<file path="config.mk">
export PLATFORM = sky130hd
export DESIGN_NAME = dlx_mem_arbiter
export DESIGN_NICKNAME = d
export VERILOG_FILES = /design/src/rtl/dlx_pkg.sv /design/src/rtl/dlx_mem_arb_pick.sv /design/src/rtl/dlx_mem_arbiter.sv
export SDC_FILE = /design/constraint.sdc
export NUM_CORES = 1
export LEC_CHECK = 0
export BUFFER_PORTS_ARGS = -buffer_cell sky130_fd_sc_hd__buf_2
export CAP_MARGIN = 20
export CORE_ASPECT_RATIO = 0.7
export CORE_MARGIN = 2
export CORE_UTILIZATION = 40
export CTS_CLUSTER_DIAMETER = 200
export DETAILED_ROUTE_END_ITERATION = 16
export PLACE_DENSITY = 0.72
export SKIP_LAST_GASP = 1
export SLEW_MARGIN = 5
export SYNTH_ARGS = -nofsm -noshare
export SYNTH_HDL_FRONTEND = slang
export SYNTH_SLANG_ARGS = --single-unit
</file>
<file path="constraint.sdc">
create_clock -name CLK_IN -period 2.1 [get_ports CLK_IN]
set_input_delay 0.42 -clock CLK_IN [delete_from_list [all_inputs] [get_ports CLK_IN]]
set_output_delay 0.42 -clock CLK_IN [all_outputs]
set_load 0.005 [all_outputs]
</file>
<file path="src/rtl/dlx_pkg.sv">
// Shared types for the DLX memory arbiter slice.
// Latency: n/a (types and constants only).
// Backpressure: n/a.
//
// Holds the memory access controller (MAC) state encoding, which is also
// exported on MAC_STATE, and the bus owner encoding shared by the top and
// the fair picker.
package dlx_pkg;

    // MAC state encoding; the numeric values are visible to the I/O sim top.
    typedef enum logic [1:0] {
        MAC_IDLE = 2'd0,
        MAC_ADDR = 2'd1,
        MAC_WAIT = 2'd2,
        MAC_DONE = 2'd3
    } mac_state_e;

    // Bus owner encoding; also the value driven on GNT_MON.
    localparam logic OWN_CORE = 1'b0;
    localparam logic OWN_MON  = 1'b1;

endpackage

</file>
<file path="src/rtl/dlx_mem_arb_pick.sv">
// Two-way fair picker between the DLX core and the I/O monitor.
// Latency: purely combinational, zero cycles.
// Backpressure: none; the caller only acts on grant when it is able to.
//
// Ports:
//   req_core, req_mon : pending requests
//   last_owner        : owner of the previous transaction (OWN_CORE/OWN_MON)
//   grant             : at least one request is pending
//   owner             : chosen requester; on a tie, the one that did not go last
module dlx_mem_arb_pick
    import dlx_pkg::*;
(
    input  logic req_core,
    input  logic req_mon,
    input  logic last_owner,
    output logic grant,
    output logic owner
);

    always_comb begin
        grant = req_core | req_mon;
        owner = last_owner;
        if (req_mon && !req_core) begin
            owner = OWN_MON;
        end else if (req_core && !req_mon) begin
            owner = OWN_CORE;
        end else if (req_core && req_mon) begin
            // Alternate on a tie so neither side can starve the other.
            owner = ~last_owner;
        end
    end

endmodule

</file>
<file path="src/rtl/dlx_mem_arbiter.sv">
// Arbitrates the external memory bus between the DLX core and the I/O monitor.
// Latency: request sampled in cycle n, DONE in cycle n+3 plus one per extra wait cycle.
// Backpressure: requesters hold request and operands until their DONE pulse; ACK_N stalls WAIT.
//
// Ports:
//   CLK_IN, RST_N            : clock (rising edge), asynchronous active-low reset
//   C_MR/C_MW/C_AO/C_DO      : core read/write request, address, write data
//   C_DI/C_BUSY/C_DONE       : core read data (registered), pending flag, completion pulse
//   M_REQ/M_WR/M_AO/M_DO     : monitor request, write select, address, write data
//   M_DI/M_DONE              : monitor read data (registered), completion pulse
//   AS_N/WR_N/AO/DO/DI/ACK_N : external memory bus
//   MAC_STATE                : controller state (0 IDLE, 1 ADDR, 2 WAIT, 3 DONE)
//   GNT_MON                  : current or last owner is the monitor
//   BUS_ERR                  : timeout abort pulse, coincident with the owner's DONE
//
// Optional feature macro: BUS_TIMEOUT_EN. When defined, a WAIT that sees no
// ACK_N for TIMEOUT_CYCLES cycles is aborted through DONE with BUS_ERR and a
// zero read result. When undefined, WAIT waits forever and BUS_ERR is 0.
module dlx_mem_arbiter
    import dlx_pkg::*;
#(
    parameter int unsigned AW             = 32,
    parameter int unsigned DW             = 32,
    parameter int unsigned TIMEOUT_CYCLES = 15
) (
    input  logic          CLK_IN,
    input  logic          RST_N,
    // core port
    input  logic          C_MR,
    input  logic          C_MW,
    input  logic [AW-1:0] C_AO,
    input  logic [DW-1:0] C_DO,
    output logic [DW-1:0] C_DI,
    output logic          C_BUSY,
    output logic          C_DONE,
    // monitor port
    input  logic          M_REQ,
    input  logic          M_WR,
    input  logic [AW-1:0] M_AO,
    input  logic [DW-1:0] M_DO,
    output logic [DW-1:0] M_DI,
    output logic          M_DONE,
    // external memory bus
    output logic          AS_N,
    output logic          WR_N,
    output logic [AW-1:0] AO,
    output logic [DW-1:0] DO,
    input  logic [DW-1:0] DI,
    input  logic          ACK_N,
    // status
    output logic [1:0]    MAC_STATE,
    output logic          GNT_MON,
    output logic          BUS_ERR
);

    // The limit has to fit the 8-bit wait counter and be non-zero.
    if (TIMEOUT_CYCLES < 1 || TIMEOUT_CYCLES > 255) begin : g_bad_timeout
        $error("dlx_mem_arbiter: TIMEOUT_CYCLES must be in 1..255");
    end

    // ------------------------------------------------------------------
    // State and registered outputs
    // ------------------------------------------------------------------
    mac_state_e    state_q,   state_d;
    logic          owner_q,   owner_d;     // doubles as last_owner
    logic          as_n_q,    as_n_d;
    logic          wr_n_q,    wr_n_d;
    logic [AW-1:0] ao_q,      ao_d;
    logic [DW-1:0] do_q,      do_d;
    logic [DW-1:0] c_di_q,    c_di_d;
    logic [DW-1:0] m_di_q,    m_di_d;
    logic          c_done_q,  c_done_d;
    logic          m_done_q,  m_done_d;
    logic          bus_err_q, bus_err_d;

`ifdef BUS_TIMEOUT_EN
    localparam logic [7:0] TO_LIMIT = 8'(TIMEOUT_CYCLES);
    logic [7:0]    wait_cnt_q, wait_cnt_d;
    logic [7:0]    wait_cnt_inc;
`endif

    // ------------------------------------------------------------------
    // Arbitration
    // ------------------------------------------------------------------
    logic req_core;
    logic pick_grant;
    logic pick_owner;

    // A core access is pending on either strobe; both high means write.
    assign req_core = C_MR | C_MW;

    dlx_mem_arb_pick u_pick (
        .req_core   (req_core),
        .req_mon    (M_REQ),
        .last_owner (owner_q),
        .grant      (pick_grant),
        .owner      (pick_owner)
    );

`ifdef BUS_TIMEOUT_EN
    assign wait_cnt_inc = wait_cnt_q + 8'd1;
`endif

    // ------------------------------------------------------------------
    // Next-state logic
    // ------------------------------------------------------------------
    always_comb begin
        state_d   = state_q;
        owner_d   = owner_q;
        as_n_d    = as_n_q;
        wr_n_d    = wr_n_q;
        ao_d      = ao_q;
        do_d      = do_q;
        c_di_d    = c_di_q;
        m_di_d    = m_di_q;
        // completion flags are single-cycle pulses
        c_done_d  = 1'b0;
        m_done_d  = 1'b0;
        bus_err_d = 1'b0;
`ifdef BUS_TIMEOUT_EN
        wait_cnt_d = wait_cnt_q;
`endif

        case (state_q)
            MAC_IDLE: begin
                if (pick_grant) begin
                    owner_d = pick_owner;
                    as_n_d  = 1'b0;
                    state_d = MAC_ADDR;
                    if (pick_owner == OWN_MON) begin
                        ao_d   = M_AO;
                        do_d   = M_DO;
                        wr_n_d = ~M_WR;
                    end else begin
                        ao_d   = C_AO;
                        do_d   = C_DO;
                        wr_n_d = ~C_MW;
                    end
                end
            end

            MAC_ADDR: begin
                // Strobe lasts exactly one cycle; ACK_N is not looked at yet.
                as_n_d  = 1'b1;
                state_d = MAC_WAIT;
`ifdef BUS_TIMEOUT_EN
                wait_cnt_d = 8'd0;
`endif
            end

            MAC_WAIT: begin
                if (!ACK_N) begin
                    state_d = MAC_DONE;
                    wr_n_d  = 1'b1;
                    if (owner_q == OWN_MON) begin
                        m_done_d = 1'b1;
                        if (wr_n_q) begin
                            m_di_d = DI;
                        end
                    end else begin
                        c_done_d = 1'b1;
                        if (wr_n_q) begin
                            c_di_d = DI;
                        end
                    end
                end
`ifdef BUS_TIMEOUT_EN
                else begin
                    wait_cnt_d = wait_cnt_inc;
                    if (wait_cnt_inc == TO_LIMIT) begin
                        // Abort: complete the access with a zero read result.
                        state_d   = MAC_DONE;
                        wr_n_d    = 1'b1;
                        bus_err_d = 1'b1;
                        if (owner_q == OWN_MON) begin
                            m_done_d = 1'b1;
                            if (wr_n_q) begin
                                m_di_d = '0;
                            end
                        end else begin
                            c_done_d = 1'b1;
                            if (wr_n_q) begin
                                c_di_d = '0;
                            end
                        end
                    end
                end
`endif
            end

            MAC_DONE: begin
                // The DONE cycle never grants, so a requester can drop its
                // request before arbitration looks at it again.
                state_d = MAC_IDLE;
            end

            default: begin
                state_d = MAC_IDLE;
            end
        endcase
    end

    // ------------------------------------------------------------------
    // Registers
    // ------------------------------------------------------------------
    always_ff @(posedge CLK_IN or negedge RST_N) begin
        if (!RST_N) begin
            state_q   <= MAC_IDLE;
            owner_q   <= OWN_CORE;
            as_n_q    <= 1'b1;
            wr_n_q    <= 1'b1;
            ao_q      <= '0;
            do_q      <= '0;
            c_di_q    <= '0;
            m_di_q    <= '0;
            c_done_q  <= 1'b0;
            m_done_q  <= 1'b0;
            bus_err_q <= 1'b0;
        end else begin
            state_q   <= state_d;
            owner_q   <= owner_d;
            as_n_q    <= as_n_d;
            wr_n_q    <= wr_n_d;
            ao_q      <= ao_d;
            do_q      <= do_d;
            c_di_q    <= c_di_d;
            m_di_q    <= m_di_d;
            c_done_q  <= c_done_d;
            m_done_q  <= m_done_d;
            bus_err_q <= bus_err_d;
        end
    end

`ifdef BUS_TIMEOUT_EN
    always_ff @(posedge CLK_IN or negedge RST_N) begin
        if (!RST_N) begin
            wait_cnt_q <= 8'd0;
        end else begin
            wait_cnt_q <= wait_cnt_d;
        end
    end
`endif

    // ------------------------------------------------------------------
    // Outputs
    // ------------------------------------------------------------------
    assign AS_N      = as_n_q;
    assign WR_N      = wr_n_q;
    assign AO        = ao_q;
    assign DO        = do_q;
    assign C_DI      = c_di_q;
    assign M_DI      = m_di_q;
    assign C_DONE    = c_done_q;
    assign M_DONE    = m_done_q;
    assign GNT_MON   = owner_q;
    assign MAC_STATE = state_q;
    assign C_BUSY    = req_core & ~c_done_q;

`ifdef BUS_TIMEOUT_EN
    assign BUS_ERR = bus_err_q;
`else
    assign BUS_ERR = 1'b0;
`endif

endmodule
</file>
==> out/results.ini, run 1 <==
[timing]
min_period_over_period_pct = 86.5
worst_slew_pin_slew_ns = 0.832
clock_skew_ns = 0.0174
min_period_ns = 1.82
rsz0062_at_grt = false
hold_viol_final = 0
finalMaxSlewViolations = 0
tns_ns = 0
slew_headroom_pct = 44.5
fmax_ghz = 0.551
setup_violations = 0

[place]
place_hpwl_um = 11900
port_buffers = 302
place.gp.congestion = 0.811

[pwr]
peakVddDrop_v = 0.000648
power.density_nw_per_um2 = 1540
total_power_mw = 12.5
power_leakage_nw = 4.04

[detailed_routing]
drt_first_iter_violations = 248
first_pass_iters = 4
wirelength_um = 16500
vias_per_cell = 4.89
final_antenna_net_count = 0
drc = 0
vias = 5031
wl_per_cell_um = 16.1

[logic_synthesis]
yosysWarnings = 0
synth_cells = 526
synth_top_family_by_area = multiplexers
synth_mux_area_share_pct = 13.4
synthSimpleGateAreaFrac_pct = 10.1
ys_seq_elements = 135
synth_compound_area_share_pct = 12.6
synth_fa_ha_area_share_pct = 1.09
ys_seq_area_share_pct = 58.9
yosysUniqueCellTypes = 29
synth-xor-area-share_pct = 0
syn_area_per_cell_um2 = 10.9
synth_fp_nets = 698
synth_area_um2 = 5740

[floorplanning]
initial_core_util_pct = 41.1
die_area_um2 = 15300
std_cell_rows = 36
die_w_um = 147
coreArea_um2 = 14000
ios = 304
fp.dieH_um = 104

[global_routing]
met3_usage_pct = 5.75
antenna_found_initial = 0
grt_overflow = 0
grt_use_met1_pct = 27.9
busiest_layer = met2
grt_first_pass_wirelength_um = 26400
grt_pass1_vias = 5146
grt_max_degree = 54
grt_use_total_pct = 21.7
grt_use_met2_pct = 36.2

[cells_and_area]
n_antenna_cell = 0
finish.utilization_pct = 58.2
area_growth_pct = 41.5
drive_gt1_share_pct = 50.1
final_nets = 998

[worst_setup_path]
endpoint_kind = flop
rr_endpoint = MAC_STATE[1]
worstSetupPathType = reg -> reg
reg2reg_setup_slack_ns = 0.28
crit_required_ns = 2.39
reg2reg_depth = 5
crit_arrival_ns = 2.11
rr_startpoint = MAC_STATE[0]
crit_fanout = 5
critPathLaunchType = flop

[clock_tree]
cts_resized = 0
clockBufferDepth = 2
numCtsBuffers = 17
ctsRootBufferMaster = clkbuf_16
cts_sinks = 135
cts_tree = done
insertion_delay_ns = 0.41
cts_max_level = 4
clkSlewWorstSetupHoldPaths_ns = 0.06

[worst_hold_path]
min-delay-start = M_DO[11]
holdPathEnd = DO[11]
worst_hold_path_type = in -> reg
whs_path_depth = 3

[status]
outcome = completed

[flow_run]
drv_cap = 0

worst max-delay path by stage:
stage	startpoint	endpoint	slack (ns)	depth (start not counted)
after floorplan	MAC_STATE[0]	MAC_STATE[1]	0.32	5
after global placement	M_REQ	DO[24]	0.17	5
after detailed placement	M_REQ	AO[31]	0.09	5
after CTS	MAC_STATE[0]	MAC_STATE[1]	0.27	5
after global routing	MAC_STATE[0]	MAC_STATE[1]	0.17	5
final	MAC_STATE[0]	MAC_STATE[1]	0.28	5
what timing repair did:
action | in CTS | in global routing
hold buffers | 1 | 0
hold endpoints to repair | 45 | 0
buffers inserted | 0 | 0
sequential cells by signal, indices dropped and copies added, names as in the netlist, 2 cells and up:
| signal | count |
|---|---|
| AO | 32 |
| M_DI | 32 |
| MAC_STATE | 2 |
| C_DI | 32 |
| DO | 32 |
area by class of cell:
type / count / area (um2)
Fill cell: 1203 / 5840
Tap cell: 190 / 238
Clock inverter: 15 / 163
Timing Repair Buffer: 317 / 1750
Multi-Input combinational cell: 352 / 2160
Sequential cell: 135 / 3380
Inverter: 3 / 11.3
Clock buffer: 17 / 425
placed cells by master (no fill, tap or decap), drive strengths merged:
cell type,Yosys,routed
a211oi,1,1
a21o,1,1
a21oi,130,130
a22o,1,1
a22oi,1,1
and3b,1,1
buf,26,316
bufinv,0,1
clkbuf,10,17
clkinv,0,4
clkinvlp,0,3
conb,1,1
dfrtp,133,133
dfstp,2,2
dlygate4sd3,0,1
ha,5,5
inv,3,10
mux2,65,65
nand2,67,67
nand2b,1,1
nand4b,1,1
nor2,67,67
nor2b,2,2
nor3b,1,1
nor4b,1,1
o211ai,1,1
o21ai,2,2
o31a,1,1
o31ai,1,1
or4b,1,1
report_power, final:
| part | switching (mW) | internal, mW | total [mW] |
|---|---|---|---|
| registers | 0.694 | 3.93 | 4.62 |
| clock network | 1.26 | 1.68 | 2.94 |
| logic | 2.48 | 2.46 | 4.94 |
| total | 4.43 | 8.07 | 12.5 |
cell families (layout without fill, tap and decap cells):
group                      count (synthesis)  count (layout)
AOI/OAI and AO/OA                        139             139
buffers and inverters                     39             352
DFF                                      135             135
and+or+nand+nor                          142             142
adders and majority gates                  5               5
other                                      1               1
muxes                                     65              65
cell usage after synthesis (all sizes together):
master / count / area share (%)
nor2b: 2 / 0.22
conb: 1 / 0.065
a21oi: 130 / 11
mux2: 65 / 13
buf: 26 / 3.0
and3b: 1 / 0.15
nand2: 67 / 4.4
nor3b: 1 / 0.13
clkbuf: 10 / 0.65
nand2b: 1 / 0.11
a22o: 1 / 0.15
or4b: 1 / 0.17
dfstp: 2 / 0.92
dfrtp: 133 / 58
ha: 5 / 1.1
a22oi: 1 / 0.13
nand4b: 1 / 0.15
nor4b: 1 / 0.41
o31ai: 1 / 0.22
nor2: 67 / 4.4
o31a: 1 / 0.15
a211oi: 1 / 0.13
inv: 3 / 0.20
a21o: 1 / 0.13
o211ai: 1 / 0.13
o21ai: 2 / 0.17
worst max-delay path, cell delays in order (launching register included):
cell and delay [ns]:
dfrtp_1 0.39, inv_1 0.14, ha_1 0.18, or4b_1 0.53
nand2_1 0.13, mux2_2 0.33
metal layers:
metal / wire length, um / vias to the layer above
met3: 1190 / 19
met5: 0 / -
li1: - / 2389
met2: 8120 / 204
met4: 244 / 0
met1: 6970 / 2419
through the flow:
stage          hold slack, ns  cells  area (um2)  setup WS [ns]
2_1_floorplan           0.124    526        5740          0.323
3_3_place_gp            0.390    996        7520          0.168
3_5_place_dp            0.399    996        7520         0.0865
4_1_cts                 0.218   1029        8120          0.272
5_1_grt                 0.222   1029        8120          0.170
6_report                0.238   1029        8120          0.284
(Power assumes the default switching activity.)
==> run 2, diff against run 1 <==
--- a/config.mk
+++ b/config.mk
@@ -9,10 +9,10 @@
 export CAP_MARGIN = 20
 export CORE_ASPECT_RATIO = 0.7
 export CORE_MARGIN = 2
-export CORE_UTILIZATION = 40
+export CORE_UTILIZATION = 45
 export CTS_CLUSTER_DIAMETER = 200
 export DETAILED_ROUTE_END_ITERATION = 16
-export PLACE_DENSITY = 0.72
+export PLACE_DENSITY = 0.8
 export SKIP_LAST_GASP = 1
 export SLEW_MARGIN = 5
 export SYNTH_ARGS = -nofsm -noshare
==> run 2 against run 1 <==
Via count down 0.50%. Fmax down 6.4%. Clock skew down 0.0087 ns. Flip-flop and latch count unchanged. Non-clock buffer count down 1. Count of clock-buffer cells in the layout up 1. Die area down 11%. Utilization up 6.7 points. Clock power up 2%. Global-route usage up 1.1 points.
==> out/results.ini, run 2 (synthesis results as in run 1) <==
[place]
dp.cells = 967  ; -2.9%
port_buffers = 302  ; unchanged
place_hpwl_um = 11100  ; -6.8%
place_ws_ns = 0.170  ; +0.0840 ns
place.gp.congestion = 0.832  ; +2.6%

[timing]
min_period_over_period_pct = 92.4  ; +5.9 points
rsz0062_at_grt = false
finalMaxSlewViolations = 0  ; unchanged
tns_ns = 0  ; unchanged
setup_violations = 0  ; unchanged
clock_skew_ns = 0.00870  ; -0.00871 ns
layout_setup_ws_ns = 0.160  ; -0.125 ns
hold_viol_final = 0  ; unchanged
whs_ns = 0.242  ; +0.00332 ns
fmax_ghz = 0.515  ; -6.4%
min_period_ns = 1.94  ; +0.125 ns

[cells_and_area]
drive_gt1_share_pct = 49.9  ; -0.18 points
fin_cells = 1000  ; -2.8%
layout_common_cells = buf_2 (301), dfrtp_1 (133), a21oi_1 (129)
fillers = 1047  ; -13%
regArea_um2 = 3380  ; unchanged
final_nets = 997  ; -0.10%
area_growth_pct = 40.5
n_antenna_cell = 0  ; unchanged
layout_commonest_cell = buf_2
multi_input_area_um2 = 2160  ; unchanged

[pwr]
peakVddDrop_v = 0.000896  ; +38%
power.density_nw_per_um2 = 1540  ; +0.12%
power_leakage_nw = 4.02  ; -0.41%
total_power_mw = 12.4  ; -0.63%

[clock_tree]
cts_tree = done
clkSlewWorstSetupHoldPaths_ns = 0.06  ; about the same
cts_max_level = 4  ; unchanged
numCtsBuffers = 17  ; unchanged
cts_sinks = 135  ; unchanged
cts_resized = 0  ; unchanged
cts-hold-fix-buffers = 1  ; unchanged
cts_setup_buffers = 0  ; unchanged
insertion_delay_ns = 0.40  ; about the same
ctsRootBufferMaster = clkbuf_16
clockBufferDepth = 2  ; unchanged

[worst_setup_path]
rr_startpoint = MAC_STATE[0]
endpoint_kind = flop
reg2reg_setup_slack_ns = 0.16  ; -0.12 ns
worstSetupPathType = reg -> reg
critPathLaunchType = flop
crit_arrival_ns = 2.22  ; +0.11 ns
cp-startpoint = MAC_STATE[0]
crit_required_ns = 2.38  ; about the same
crit_fanout = 5  ; unchanged
reg2reg_depth = 5  ; unchanged
rr_endpoint = MAC_STATE[1]

[floorplanning]
initial_core_util_pct = 46.2  ; +5.1 points
die_w_um = 139  ; -5.6%
ios = 304  ; unchanged
coreArea_um2 = 12400  ; -11%
die_area_um2 = 13700  ; -11%
fp.dieH_um = 98.5  ; -5.5%
std_cell_rows = 34  ; -5.6%

[worst_hold_path]
min-delay-start = M_AO[10]
whs_path_depth = 3  ; unchanged
worst_hold_path_type = in -> reg
holdPathEnd = AO[10]

[global_routing]
grt_first_pass_wirelength_um = 25000  ; -5.3%
grt_overflow = 0  ; unchanged
grt_max_degree = 65  ; +20%
antenna_found_initial = 0  ; unchanged
grt_pass1_vias = 4947  ; -3.9%
grt_use_total_pct = 22.8  ; +1.1 points

[status]
outcome = completed

[detailed_routing]
vias = 5006  ; -0.50%
first_pass_iters = 4  ; unchanged
drc = 0  ; unchanged
vias_per_cell = 5.01  ; +2.4%
drt_first_iter_violations = 211  ; -15%
wl_per_cell_um = 15.7  ; -2.4%
final_antenna_net_count = 0  ; unchanged
wirelength_um = 15700  ; -5.1%

[flow_run]
drv_cap = 0  ; unchanged

==> run 2: changes by cell type in the layout (fill, tap and decap cells not counted), sizes merged <==
cell / before / now
inv: 10 / 11
clkinvlp: 3 / 4
bufinv: 1 / 2
clkbuf: 17 / 18
buf: 316 / 315
clkinv: 4 / 0
==> run 2: layer usage <==
layer	GRT usage, %	vias to the layer above	routed length, um
met5	0	-	0
met4	6.68	0	331
met3	7.58	25	1180
met2	39.4	202	7810
met1	27.6	2393	6350
li1	-	2386	-
==> run 2: per-stage QoR <==
stage,instance area (um2),utilization (%)
3_3_place_gp,7460,60.0
2_1_floorplan,5740,-
4_1_cts,8060,64.9
3_5_place_dp,7460,60.0
6_report,8060,64.9
5_1_grt,8060,64.9
==> run 2: area by class of cell <==
type | instances | share of cell area (%)
Multi-Input combinational cell | 352 | 26.8
Inverter | 3 | 0.140
Tap cell | 162 | 2.51
Clock inverter | 14 | 2.05
Sequential cell | 135 | 41.9
Timing Repair Buffer | 316 | 21.2
Clock buffer | 18 | 5.32
==> run 2: how the worst max path moves through the flow <==
stage | slack (ns) | depth (start not counted) | end
floorplan | 0.32 | 5 | MAC_STATE[1]
global placement | 0.25 | 5 | MAC_STATE[1]
detailed placement | 0.17 | 5 | MAC_STATE[1]
CTS | 0.15 | 5 | MAC_STATE[1]
global route | 0.04 | 5 | MAC_STATE[1]
finish | 0.16 | 5 | MAC_STATE[1]
==> run 2: critical path, stage by stage (launching register included) <==
cell     delay [ns]
dfrtp_1        0.40
inv_1          0.16
ha_1           0.28
or4b_1         0.52
nand2_1        0.13
mux2_2         0.33
==> run 2: where the power goes <==
group / leakage (nW) / total (mW) / internal [mW] / switching (mW)
clock network: 0.279 / 2.99 / 1.79 / 1.20
registers: 1.58 / 4.62 / 3.93 / 0.694
logic: 2.17 / 4.81 / 2.40 / 2.42
total: 4.02 / 12.4 / 8.12 / 4.31
